$ cat config.mk
export PLATFORM = sky130hd
export DESIGN_NAME = echo_delay_sequencer_flat
export DESIGN_NICKNAME = d
export VERILOG_FILES = /design/src/rtl/echo_mem_if.sv /design/src/rtl/echo_delay_sequencer.sv /design/src/flat_wrapper.sv
export SDC_FILE = /design/constraint.sdc
export NUM_CORES = 1
export LEC_CHECK = 0
export CAP_MARGIN = 25
export CORE_MARGIN = 5
export CORE_UTILIZATION = 32
export DETAILED_ROUTE_END_ITERATION = 12
export HOLD_SLACK_MARGIN = 0.12
export PLACE_DENSITY = 0.59
export SLEW_MARGIN = 20
export SYNTH_ARGS = -nofsm -noshare
export SYNTH_HDL_FRONTEND = slang
export SYNTH_SLANG_ARGS = --single-unit
$ cat constraint.sdc
create_clock -name CLK -period 3.5 [get_ports CLK]
set_input_delay 0.7 -clock CLK [delete_from_list [all_inputs] [get_ports CLK]]
set_output_delay 0.7 -clock CLK [all_outputs]
set_load 0.05 [all_outputs]
$ cat src/rtl/echo_mem_if.sv
// Delay-line RAM request/acknowledge bus between the echo sequencer (master)
// and the external delay-line memory (slave).
interface echo_mem_if #(
    parameter int ADDR_W = 16,
    parameter int DATA_W = 16
);
    logic              mem_req;
    logic              mem_we;
    logic [ADDR_W-1:0] mem_addr;
    logic [DATA_W-1:0] mem_wdata;
    logic [DATA_W-1:0] mem_rdata;
    logic              mem_ack;

    modport master (
        output mem_req, mem_we, mem_addr, mem_wdata,
        input  mem_rdata, mem_ack
    );

    modport slave (
        input  mem_req, mem_we, mem_addr, mem_wdata,
        output mem_rdata, mem_ack
    );
endinterface

$ cat src/rtl/echo_delay_sequencer.sv
// Echo delay-line sequencer: read delayed sample, mix attenuated echo into the
// dry sample, write the mix back. Define ECHO_CLEAR_EN to zero the RAM after reset.
//
// state   | meaning
// IDLE    | waiting for sample_valid
// RD      | reading delayed sample at wr_ptr - eff_delay
// MIX     | shift, add, saturate; disabled selects dry
// WR      | writing result at wr_ptr
// DONE    | sample_out_valid strobe, advance wr_ptr
// CLEAR   | post-reset zero sweep (ECHO_CLEAR_EN only)
module echo_delay_sequencer #(
    parameter int ADDR_W = 16,
    parameter int DATA_W = 16
) (
    input  logic                     CLK,
    input  logic                     RST,
    input  logic                     sample_valid,
    input  logic signed [DATA_W-1:0] sample_in,
    input  logic [31:0]              delay_time,
    input  logic [31:0]              delay_volume,
    input  logic                     disabled,
    echo_mem_if.master               mem,
    output logic signed [DATA_W-1:0] sample_out,
    output logic                     sample_out_valid,
    output logic                     busy,
    output logic                     overrun
);

    typedef enum logic [2:0] {
        S_IDLE,
        S_RD,
        S_MIX,
        S_WR,
        S_DONE
`ifdef ECHO_CLEAR_EN
        , S_CLEAR
`endif
    } state_t;

`ifdef ECHO_CLEAR_EN
    localparam state_t RST_STATE = S_CLEAR;
`else
    localparam state_t RST_STATE = S_IDLE;
`endif

    localparam logic [31:0] DMAX = 32'((64'd1 << ADDR_W) - 64'd1);
    localparam logic signed [DATA_W-1:0] SAT_MAX = {1'b0, {(DATA_W-1){1'b1}}};
    localparam logic signed [DATA_W-1:0] SAT_MIN = {1'b1, {(DATA_W-1){1'b0}}};

    state_t                    state, state_n;
    logic [ADDR_W-1:0]         wr_ptr;
    logic [ADDR_W-1:0]         eff_delay;
    logic [2:0]                shift;
    logic signed [DATA_W-1:0]  dry;
    logic signed [DATA_W-1:0]  rdata_q;
    logic signed [DATA_W-1:0]  result;
`ifdef ECHO_CLEAR_EN
    logic [ADDR_W-1:0]         clr_addr;
`endif

    logic [ADDR_W-1:0]         eff_clamp;
    logic [2:0]                shift_clamp;
    logic signed [DATA_W-1:0]  echo;
    logic [DATA_W:0]           sum;
    logic signed [DATA_W-1:0]  mix_res;

    always_comb begin
        if (delay_time == 32'd0)
            eff_clamp = ADDR_W'(1);
        else if (delay_time > DMAX)
            eff_clamp = ADDR_W'(DMAX);
        else
            eff_clamp = delay_time[ADDR_W-1:0];

        if (delay_volume == 32'd0)
            shift_clamp = 3'd6;
        else if (delay_volume > 32'd6)
            shift_clamp = 3'd1;
        else
            shift_clamp = 3'd7 - delay_volume[2:0];
    end

    // Sum carries one guard bit; disagreeing top bits mean overflow.
    always_comb begin
        echo = rdata_q >>> shift;
        sum  = {dry[DATA_W-1], dry} + {echo[DATA_W-1], echo};
        if (sum[DATA_W] != sum[DATA_W-1])
            mix_res = sum[DATA_W] ? SAT_MIN : SAT_MAX;
        else
            mix_res = sum[DATA_W-1:0];
        if (disabled)
            mix_res = dry;
    end

    always_comb begin
        state_n          = state;
        mem.mem_req      = 1'b0;
        mem.mem_we       = 1'b0;
        mem.mem_addr     = '0;
        mem.mem_wdata    = '0;
        sample_out_valid = 1'b0;
        busy             = (state != S_IDLE);
        overrun          = sample_valid && (state != S_IDLE);
        case (state)
            S_IDLE: if (sample_valid) state_n = S_RD;
            S_RD: begin
                mem.mem_req  = 1'b1;
                mem.mem_addr = wr_ptr - eff_delay;
                if (mem.mem_ack) state_n = S_MIX;
            end
            S_MIX: state_n = S_WR;
            S_WR: begin
                mem.mem_req   = 1'b1;
                mem.mem_we    = 1'b1;
                mem.mem_addr  = wr_ptr;
                mem.mem_wdata = result;
                if (mem.mem_ack) state_n = S_DONE;
            end
            S_DONE: begin
                sample_out_valid = 1'b1;
                state_n          = S_IDLE;
            end
`ifdef ECHO_CLEAR_EN
            S_CLEAR: begin
                mem.mem_req  = 1'b1;
                mem.mem_we   = 1'b1;
                mem.mem_addr = clr_addr;
                if (mem.mem_ack && (clr_addr == {ADDR_W{1'b1}})) state_n = S_IDLE;
            end
`endif
            default: state_n = S_IDLE;
        endcase
    end

    always_ff @(posedge CLK) begin
        if (RST) begin
            state      <= RST_STATE;
            wr_ptr     <= '0;
            eff_delay  <= '0;
            shift      <= '0;
            dry        <= '0;
            rdata_q    <= '0;
            result     <= '0;
            sample_out <= '0;
`ifdef ECHO_CLEAR_EN
            clr_addr   <= '0;
`endif
        end else begin
            state <= state_n;
            case (state)
                S_IDLE: if (sample_valid) begin
                    dry       <= sample_in;
                    eff_delay <= eff_clamp;
                    shift     <= shift_clamp;
                end
                S_RD:   if (mem.mem_ack) rdata_q <= mem.mem_rdata;
                S_MIX:  result <= mix_res;
                S_WR:   if (mem.mem_ack) sample_out <= result;
                S_DONE: wr_ptr <= wr_ptr + 1'b1;
`ifdef ECHO_CLEAR_EN
                S_CLEAR: if (mem.mem_ack) clr_addr <= clr_addr + 1'b1;
`endif
                default: ;
            endcase
        end
    end

endmodule

$ cat src/flat_wrapper.sv
// flat-port wrapper written by rule: the top's interface ports become plain ports
module echo_delay_sequencer_flat 
#(
    parameter int ADDR_W = 16,
    parameter int DATA_W = 16
)
  (CLK, RST, sample_valid, sample_in, delay_time, delay_volume, disabled, sample_out, sample_out_valid, busy, overrun, mem_mem_req, mem_mem_we, mem_mem_addr, mem_mem_wdata, mem_mem_rdata, mem_mem_ack);
  echo_mem_if #(.ADDR_W(ADDR_W), .DATA_W(DATA_W)) mem_i ();
  input  logic CLK;
  input  logic RST;
  input  logic sample_valid;
  input  logic signed [DATA_W-1:0] sample_in;
  input  logic [31:0] delay_time;
  input  logic [31:0] delay_volume;
  input  logic disabled;
  output logic signed [DATA_W-1:0] sample_out;
  output logic sample_out_valid;
  output logic busy;
  output logic overrun;
  output wire logic [$bits(mem_i.mem_req)-1:0] mem_mem_req;
  output wire logic [$bits(mem_i.mem_we)-1:0] mem_mem_we;
  output wire logic [$bits(mem_i.mem_addr)-1:0] mem_mem_addr;
  output wire logic [$bits(mem_i.mem_wdata)-1:0] mem_mem_wdata;
  input wire logic [$bits(mem_i.mem_rdata)-1:0] mem_mem_rdata;
  input wire logic [$bits(mem_i.mem_ack)-1:0] mem_mem_ack;
  assign mem_mem_req = mem_i.mem_req;
  assign mem_mem_we = mem_i.mem_we;
  assign mem_mem_addr = mem_i.mem_addr;
  assign mem_mem_wdata = mem_i.mem_wdata;
  assign mem_i.mem_rdata = mem_mem_rdata;
  assign mem_i.mem_ack = mem_mem_ack;
  echo_delay_sequencer #(.ADDR_W(ADDR_W), .DATA_W(DATA_W)) u_core (.CLK(CLK), .RST(RST), .sample_valid(sample_valid), .sample_in(sample_in), .delay_time(delay_time), .delay_volume(delay_volume), .disabled(disabled), .mem(mem_i), .sample_out(sample_out), .sample_out_valid(sample_out_valid), .busy(busy), .overrun(overrun));
endmodule
[Word-level counts from Yosys, hierarchy flattened]
Index checks and enable logic that the tools add are counted.
W data, S select, Z words.
Cells by class
  $add $sub $neg: 4
  multiply operators: 0
  div/mod/pow operators: 0
  order comparisons: 2
  equality and inequality tests: 8
  shift-type cells: 1
  mux-type cells: 16
  bitwise logic cells: 0
  reductions and logical operators: 10
Operator list (number)
  $mux W16: 6
  $logic_not A32 Y1: 2
  $gt A32 B16 Y1 const B: 1
  $gt A32 B3 Y1 const B: 1
  $pmux W16 S2: 1
  $add A16 B16 Y17: 1
  $add A16 B1 Y16 const B: 1
  $sshr A16 B3 Y16: 1
  $sub A16 B16 Y16: 1
  $mux W3: 5
  $pmux W3 S4: 1
  $eq A3 B2 Y1 const B: 2
  $ne A2 B2 Y1 const B: 3
  $reduce_and A2 Y1: 3
  $eq A3 B1 Y1 const B: 1
  $eq A3 B3 Y1 const B: 1
  $logic_not A3 Y1: 1
  $mux W1: 3
  $reduce_and A3 Y1: 1
  $reduce_bool A3 Y1: 1
  $sub A3 B3 Y3 const A: 1
  $reduce_or A2 Y1: 1
  $logic_and A1 B1 Y1: 1
  $ne A1 B1 Y1: 1
Storage, ports and cells
  register bits after elaboration: 102
  bits in latches: 0
  bits in writable memories: 0
  bits in read-only memories: 0
  input port bits: 101
  output and inout port bits: 53
  memories: 0

[Depth between registers and ports, before layout]
Gate-level depths: netlist of the first run.
  word-level depth: 5
  gate-level depth with buffers: 18

[Worst setup path before layout of the first run]
Ideal clock, no wire load.
  path type: register -> register
  start point: reg u_core.shift[1]
  end point: reg u_core.result[3]
  arrival: 3.425 ns
  slack: -0.056 ns
  stages on the path, launching flop included: 17
  period minus slack after synthesis: 3.556 ns
  cells stage by stage: dfxtp_1 > clkbuf_1 > buf_1 > mux2i_1 > nand2_1 > o21ai_0 > o21ai_0 > ha_1 > a21o_1 > or3_1 > o21ai_1 > a31oi_1 > o22ai_2 > buf_4 > nor4_1 > a2111oi_0 > nor3_1
Between the ends
  word-level cells in the longest chain between the ends: 5
  elaborated cells on any way between the ends: 6
  classes of those cells: add/sub (1); eq/ne (1); shift (1); mux (3)
RTL lines
  from (decl): line echo_delay_sequencer.sv:53  | logic [2:0] shift;
  from (signal assigned): line echo_delay_sequencer.sv:154  | shift <= shift_clamp;
  $sshr A16 B3 Y16 (*): line echo_delay_sequencer.sv:85  | echo = rdata_q >>> shift;
  $add A16 B16 Y17 (*): line echo_delay_sequencer.sv:86  | sum = {dry[DATA_W-1], dry} + {echo[DATA_W-1], echo};
  $mux W16 / $ne A1 B1 Y1 (equally long branches): line echo_delay_sequencer.sv:88, echo_delay_sequencer.sv:87
  $mux W16 (*): line echo_delay_sequencer.sv:87  | if (sum[DATA_W] != sum[DATA_W-1])
  $mux W16 (*): line echo_delay_sequencer.sv:91  | if (disabled)
  to (signal assigned): line echo_delay_sequencer.sv:157  | S_MIX: result <= mix_res;
  to (decl): line echo_delay_sequencer.sv:56  | logic signed [DATA_W-1:0] result;
Every way passes the cells marked *; elsewhere a longest branch is shown, timed or not.
A chain may end at the register's enable or synchronous reset.

[Worst setup path in the final report of the first run]
  start point: reg u_core.eff_delay[0]
  end point: out mem_mem_addr[14]
Between the ends
  word-level cells in the longest chain between the ends: 2
RTL lines
  from (decl): line echo_delay_sequencer.sv:52  | logic [ADDR_W-1:0] eff_delay;
  from (signal assigned): line echo_delay_sequencer.sv:153  | eff_delay <= eff_clamp;
  $sub A16 B16 Y16: line echo_delay_sequencer.sv:108  | mem.mem_addr = wr_ptr - eff_delay;
  $pmux W16 S2: line echo_delay_sequencer.sv:104  | case (state)
  to (decl): line flat_wrapper.sv:22  | output wire logic [$bits(mem_i.mem_addr)-1:0] mem_mem_addr;
No other way between the ends.

==> summary.txt, run 1 <==
Die
  – Core ar.: 0.0201 mm^2
  – Starting Density: 32.4%
  – Die W: 153 um
  – Row count: 52
  – IO Pins: 154
  – Die area: 0.0233 mm^2
  – Chip height: 153 um

Clock network
  – Clock latency at the later pin of the worst-skew pair: 360 ps
  – CTS H-Tree Depth: 3
  – Clk buf depth: 2
  – Clk slew on worst S/H paths: 70 ps
  – CTS tree: yes
  – Root buf cell: clkbuf_16
  – Num CTS Buffers: 9
  – Number of clock sinks: 102

Yosys
  – Synthesized area: 0.00650 mm^2
  – Post-synth EDFFs: 0
  – Synth area leaders: dfxtp_1 (31%), a21oi_1 (8.8%), nand2_1 (8.1%), ha_1 (6.2%), nor2_1 (4.7%)
  – Cell with the most instances after synthesis: nand2_1
  – Leading area contributor after synthesis: dfxtp_1
  – Syn avg cell area: 7.53 um^2
  – Ys Warns: 0
  – Commonest cells post-synth: nand2_1 (141), a21oi_1 (114), dfxtp_1 (102), nor2_1 (81), clkbuf_1 (41)
  – Number of synthesized register bits: 102
  – Distinct cell type count after synthesis: 66
  – Post-synth top area share: 31.4%
  – Sequential area share after synthesis: 31.4%
  – Fraction of registers with async set/reset: 0%
  – Syn Nets: 999
  – Top_reg_cell synth: dfxtp_1
  – Cell count after synthesis: 864

Drt
  – DR vias/cell: 5.12
  – Post-route DRC: 0
  – Drt first-iter violations: 311
  – WL/cell: 15.9 um
  – Vias: 6,682
  – First-pass DRT Iterations: 4
  – Antenna viol nets, final: 0
  – Final WL: 20,700 um

Min path
  – Hold Crit Depth: 2
  – Hold Crit Class: reg -> reg

Timing
  – Final Hold Violating Endpoints: 0
  – Worst-Margin Slew: 898 ps
  – Fmax: 291 MHz
  – Max Slew Vio Count: 0
  – Hold Worst Slack: 453 ps
  – Period utilization: 98.2%
  – Fin worst setup slack: 63.1 ps
  – # setup viols final: 0
  – Clk_skew: 12.3 ps
  – Tmin final: 3440 ps
  – Worst slew margin: 39.9%
  – RSZ-0062 raised after global routing: true
  – Total negative setup slack: 0 ps

Global route
  – GRT Resource Usage Total: 16.5%
  – Global-route wire length before repair: 31,800 um
  – Initial antenna violation count: 1
  – Grt total ovfl: 0
  – Largest net degree at the start of global routing: 76
  – Vias in the first global route: 6,094

Pwr
  – Leakage power: 3.64 nW
  – Max VDD drop: 220 uV
  – Tot Pwr: 3.45 mW
  – Pwr/cell area: 369 mW/mm^2

Worst setup path
  – CP Class: reg -> out
  – WP data arrival: 2740 ps
  – Critical path peak fanout: 2
  – Worst Setup Start Kind: flip-flop
  – Flop2flop setup slack: 120 ps
  – R2r worst-path depth: 14
  – Crit end category: output port
  – Critical Path RT: 2800 ps

Cells and area
  – P&R area growth vs syn: 43.9%
  – Fillers: 1,948
  – Storage cell area: 0.00205 mm^2
  – Finished Core Util: 46.6%
  – Multi-input gate area: 0.00449 mm^2
  – Nets: 1,166
  – Share of cells above drive strength 1: 16.6%
  – ANT cells: 0

Run status
  – Run status: finished clean

Place
  – DP Worst Slack: -30.8 ps
  – Input/output buffers: 153
  – Final GP Congestion: 0.830
  – Final HPWL DP: 15,800 um

Run
  – Max cap viols: 0
[worst max-delay path: stages (launching register included)]
cell,delay [ps]
dfxtp_2,380
ha_4,150
inv_2,40
fa_2,340
a21o_1,190
a21oi_2,140
o21bai_1,100
a31oi_2,170
o211ai_1,190
a41oi_2,200
xnor2_1,90
a22o_1,230
buf_12,160
[per-layer routing]
layer  part of all wire (%)  track usage [%]  vias to the layer above
li1                       -                -                     3372
met1                     48             23.6                     3084
met2                     44             25.0                      205
met3                    6.4             4.17                       19
met4                    1.2             3.82                        2
met5                  0.063                0                        -
[layout make-up]
cell class,count,share of cell area [%]
clock buffers,11,2.59
repair buffers,207,21.7
inverters,33,1.32
clock inverters,5,0.882
multi-input cells,678,48.0
flip-flops and latches,102,21.9
well taps,270,3.61
[final timing paths]
kind | from | to
max | u_core.eff_delay[0]$_SDFFE_PP0P_ | mem_mem_addr[14]
min | u_core.eff_delay[8]$_SDFFE_PP0P_ | u_core.eff_delay[8]$_SDFFE_PP0P_
max reg2reg | u_core.shift[1]$_SDFFE_PP0P_ | u_core.result[4]$_SDFFE_PP0P_
min reg2reg | u_core.eff_delay[8]$_SDFFE_PP0P_ | u_core.eff_delay[8]$_SDFFE_PP0P_
[report_power, final]
group	switching, mW	total [mW]	internal (mW)
Sequential	0.0576	1.28	1.22
Combinational	0.579	1.07	0.488
Clock	0.459	1.11	0.648
Total	1.10	3.45	2.35
[stage by stage]
step | instances | instance area [um^2]
6_report | 1306 | 9360
5_1_grt | 1306 | 9360
4_1_cts | 1294 | 8950
3_5_place_dp | 1275 | 8520
3_3_place_gp | 1275 | 8520
2_1_floorplan | 864 | 6500
[cell families after synthesis]
group,synth area share [%]
multiplexers,4.50
adder cells (fa/ha/maj),6.93
AND/OR/NAND/NOR,24.3
flip-flops,31.4
XOR/XNOR,5.52
AO/OA/AOI/OAI,22.0
buffers and inverters,5.44
[cells in the final DEF (no fill, tap or decap), drive strengths merged, types with 14 or more instances in the layout]
cell type / instances
nor4: 14
mux2i: 18
clkdlybuf4s50: 137
o21ai: 42
dfxtp: 102
nor3: 22
nand2: 141
a21oi: 115
xnor2: 20
ha: 32
a211oi: 16
and3: 26
inv: 33
buf: 69
nor2: 82
xor2: 21
[registers in the layout, summed over array words and instances (netlist names)]
name,cells
u_core.dry,16
u_core.eff_delay,16
u_core.rdata_q,16
u_core.result,16
u_core.sample_out,16
u_core.shift,3
u_core.state,3
u_core.wr_ptr,16
[repair_timing]
action,CTS,global route
buffers inserted,3,10
pin swaps,10,25
cloned,0,2
hold buffers,0,0
gates resized for setup,17,62
setup endpoints to repair,8,23
Note: power is estimated with default switching activity, not from simulation.
==> run 2, diff against run 1 <==
--- a/config.mk
+++ b/config.mk
@@ -7,10 +7,10 @@
 export LEC_CHECK = 0
 export CAP_MARGIN = 25
 export CORE_MARGIN = 5
-export CORE_UTILIZATION = 32
+export CORE_UTILIZATION = 46
 export DETAILED_ROUTE_END_ITERATION = 12
 export HOLD_SLACK_MARGIN = 0.12
-export PLACE_DENSITY = 0.59
+export PLACE_DENSITY = 0.79
 export SLEW_MARGIN = 20
 export SYNTH_ARGS = -nofsm -noshare
 export SYNTH_HDL_FRONTEND = slang
==> summary.txt, run 2 (same netlist as run 1, synthesis figures left out) <==
Run status
  – Run status: complete, but fails checks
  – Violated checks: negative setup slack

Timing
  – # setup viols final: 1 (+1)
  – Tmin final: 3520 ps (+81.4 ps)
  – Fmax: 284 MHz (-2.3%)
  – Final Hold Violating Endpoints: 0 (unchanged)
  – Max Slew Vio Count: 0 (unchanged)
  – Fin worst setup slack: -18.3 ps (-81.4 ps)
  – Worst slew margin: 47.2% (+7.3 points)
  – Worst-Margin Slew: 792 ps (-106 ps)
  – Clk_skew: 7.20 ps (-5.11 ps)
  – Period utilization: 101% (+2.3 points)
  – RSZ-0062 raised after global routing: true

Place
  – Final HPWL DP: 14,700 um (-7.0%)
  – Input/output buffers: 153 (unchanged)
  – DP Worst Slack: -41.8 ps (-11.0 ps)
  – Dpl cells: 1,181 (-7.4%)
  – Final GP Congestion: 0.919 (+11%)

Global route
  – Vias in the first global route: 6,272 (+2.9%)
  – Largest net degree at the start of global routing: 72 (-5.3%)
  – Global-route wire length before repair: 30,900 um (-2.7%)
  – Grt total ovfl: 0 (unchanged)
  – GRT Resource Usage Total: 22.9% (+6.4 points)
  – Initial antenna violation count: 0 (-1)

Worst setup path
  – Critical path peak fanout: 2 (unchanged)
  – WP data arrival: 2820 ps (+80 ps)
  – CP Class: reg -> out
  – CP max stage delay: 340 ps (-40 ps)
  – Crit end category: output port
  – Critical Path RT: 2800 ps (about the same)
  – RR Startpoint: u_core.shift[1]$_SDFFE_PP0P_
  – Crit path cell chain: inv_2 -> ha_4 -> inv_2 -> fa_2 -> a21o_1 -> a21oi_2 -> o21bai_2 -> a31oi_2 -> o211ai_1 -> a41oi_2 -> xnor2_1 -> a22o_1 -> buf_12
  – CP dominant cell by count: inv_2
  – Worst Setup Start Kind: flip-flop
  – CP max stage cell: fa_2
  – Flop2flop setup slack: 60 ps (-60 ps)
  – Setup crit start: u_core.wr_ptr[0]$_SDFFE_PP0P_

Clock network
  – CTS tree: yes
  – Number of clock sinks: 102 (unchanged)
  – Post-CTS Hold Buffers: 0 (unchanged)
  – CTS H-Tree Depth: 3 (unchanged)
  – Clk slew on worst S/H paths: 70 ps (about the same)
  – Root buf cell: clkbuf_16
  – Num CTS Buffers: 9 (unchanged)
  – Clock latency at the later pin of the worst-skew pair: 360 ps (about the same)
  – Clk buf depth: 2 (unchanged)

Pwr
  – Clock power share: 31.3% (-0.8 points)
  – Tot Pwr: 3.53 mW (+2.3%)
  – NetSw: 1.15 mW (+5.1%)
  – Pwr/cell area: 372 mW/mm^2 (+1.0%)
  – Leakage power: 3.71 nW (+2.2%)
  – Max VDD drop: 298 uV (+35%)
  – Switching Share: 32.6% (+0.86 points)
  – P_int: 2.38 mW (+1.0%)
  – Sequential power share: 36.2% (-0.8 points)
  – Logic gate share of total power: 32.5% (+1.6 points)

Min path
  – Hold path startpoint: u_core.sample_out[11]$_SDFFE_PP0P_
  – Hold Crit Class: reg -> reg

Cells and area
  – Most frequent cells in the layout: nand2_1 (141), clkdlybuf4s50_1 (139), a21oi_1 (104), dfxtp_1 (95), nor2_1 (78)
  – Share of cells above drive strength 1: 18.2% (+1.6 points)
  – Commonest non-fill, non-tap cell in the layout: nand2_1
  – ANT cells: 0 (unchanged)
  – Post-route insts no fill: 1,231 (-5.7%)
  – Nets: 1,181 (+1.3%)
  – P&R area growth vs syn: 45.7%

Die
  – Row count: 43 (-17%)
  – Die area: 0.0166 mm^2 (-29%)
  – Starting Density: 46.9% (+15 points)
  – Core ar.: 0.0139 mm^2 (-31%)
  – Die W: 129 um (-16%)
  – IO Pins: 154 (unchanged)
  – Chip height: 129 um (-16%)

Drt
  – Antenna viol nets, final: 0 (unchanged)
  – Final WL: 20,800 um (+0.25%)
  – WL/cell: 16.9 um (+6.4%)
  – Vias: 6,922 (+3.6%)
  – Post-route DRC: 0 (unchanged)
  – Drt first-iter violations: 448 (+44%)
  – First-pass DRT Iterations: 5 (+1)
  – DR vias/cell: 5.62 (+9.9%)

Run
  – Max cap viols: 0 (unchanged)
## run 2: cell count changes in the layout (fill, tap and decap cells not counted), sizes merged
cell           before  now
buf                69   79
clkbuf             12   14
clkinv              3    2
inv                33   32
clkinvlp            0    4
o22ai              10    9
clkdlybuf4s50     137  139
## run 2: stage by stage
step | utilization (%) | setup TNS [ps] | cell area [um^2] | hold WS, ps
2_1_floorplan | - | 0 | 6500 | 432
3_3_place_gp | 60.4 | -68.2 | 8390 | 441
3_5_place_dp | 60.4 | -43.1 | 8390 | 447
4_1_cts | 63.7 | 0 | 8850 | 456
5_1_grt | 68.3 | -1250 | 9480 | 473
6_report | 68.3 | -18.3 | 9480 | 454
## run 2: worst max-delay path, delay by kind of cell (launching register included)
family	cells	cell delay (ps)
compound gates	7	1300
xor+xnor	1	140
fa+ha+maj	2	460
buf+inv	3	230
flops	1	330
## run 2: final cells by class
class / count / area [um^2]
clock buffers: 9 / 225
repair buffers: 223 / 2260
multi-input cells: 677 / 4490
flip-flops and latches: 102 / 2060
clock inverters: 7 / 97.6
well taps: 180 / 225
inverters: 33 / 131
fillers: 1127 / 4400
## run 2: layer usage
metal	track usage, %	vias up	wire length, um
met3	3.65	28	1360
met1	32.0	3236	9370
li1	-	3412	-
met5	0	-	0
met4	6.11	0	312
met2	37.0	246	9730
## run 2: power groups by stage
stage	combinational, mW	sequential, mW	clock [mW]
2_1_floorplan	0.607	1.27	0
3_3_place_gp	0.946	1.30	0
3_5_place_dp	0.959	1.30	0
4_1_cts	1.00	1.28	1.11
5_1_grt	1.23	1.28	1.16
6_report	1.15	1.28	1.11
## run 2: final timing paths
check | cells past startpoint | end
max | 13 | mem_mem_addr[14]
min | 2 | u_core.sample_out[11]$_SDFFE_PP0P_
max reg2reg | 16 | u_core.result[10]$_SDFFE_PP0P_
min reg2reg | 2 | u_core.sample_out[11]$_SDFFE_PP0P_
## run 2: what timing repair did
action,CTS,global route
gates resized for setup,14,83
pin swaps,10,35
cloned,0,4
setup buffers,8,22
endpoints found under the hold margin,0,0
endpoints found under the setup margin,7,22
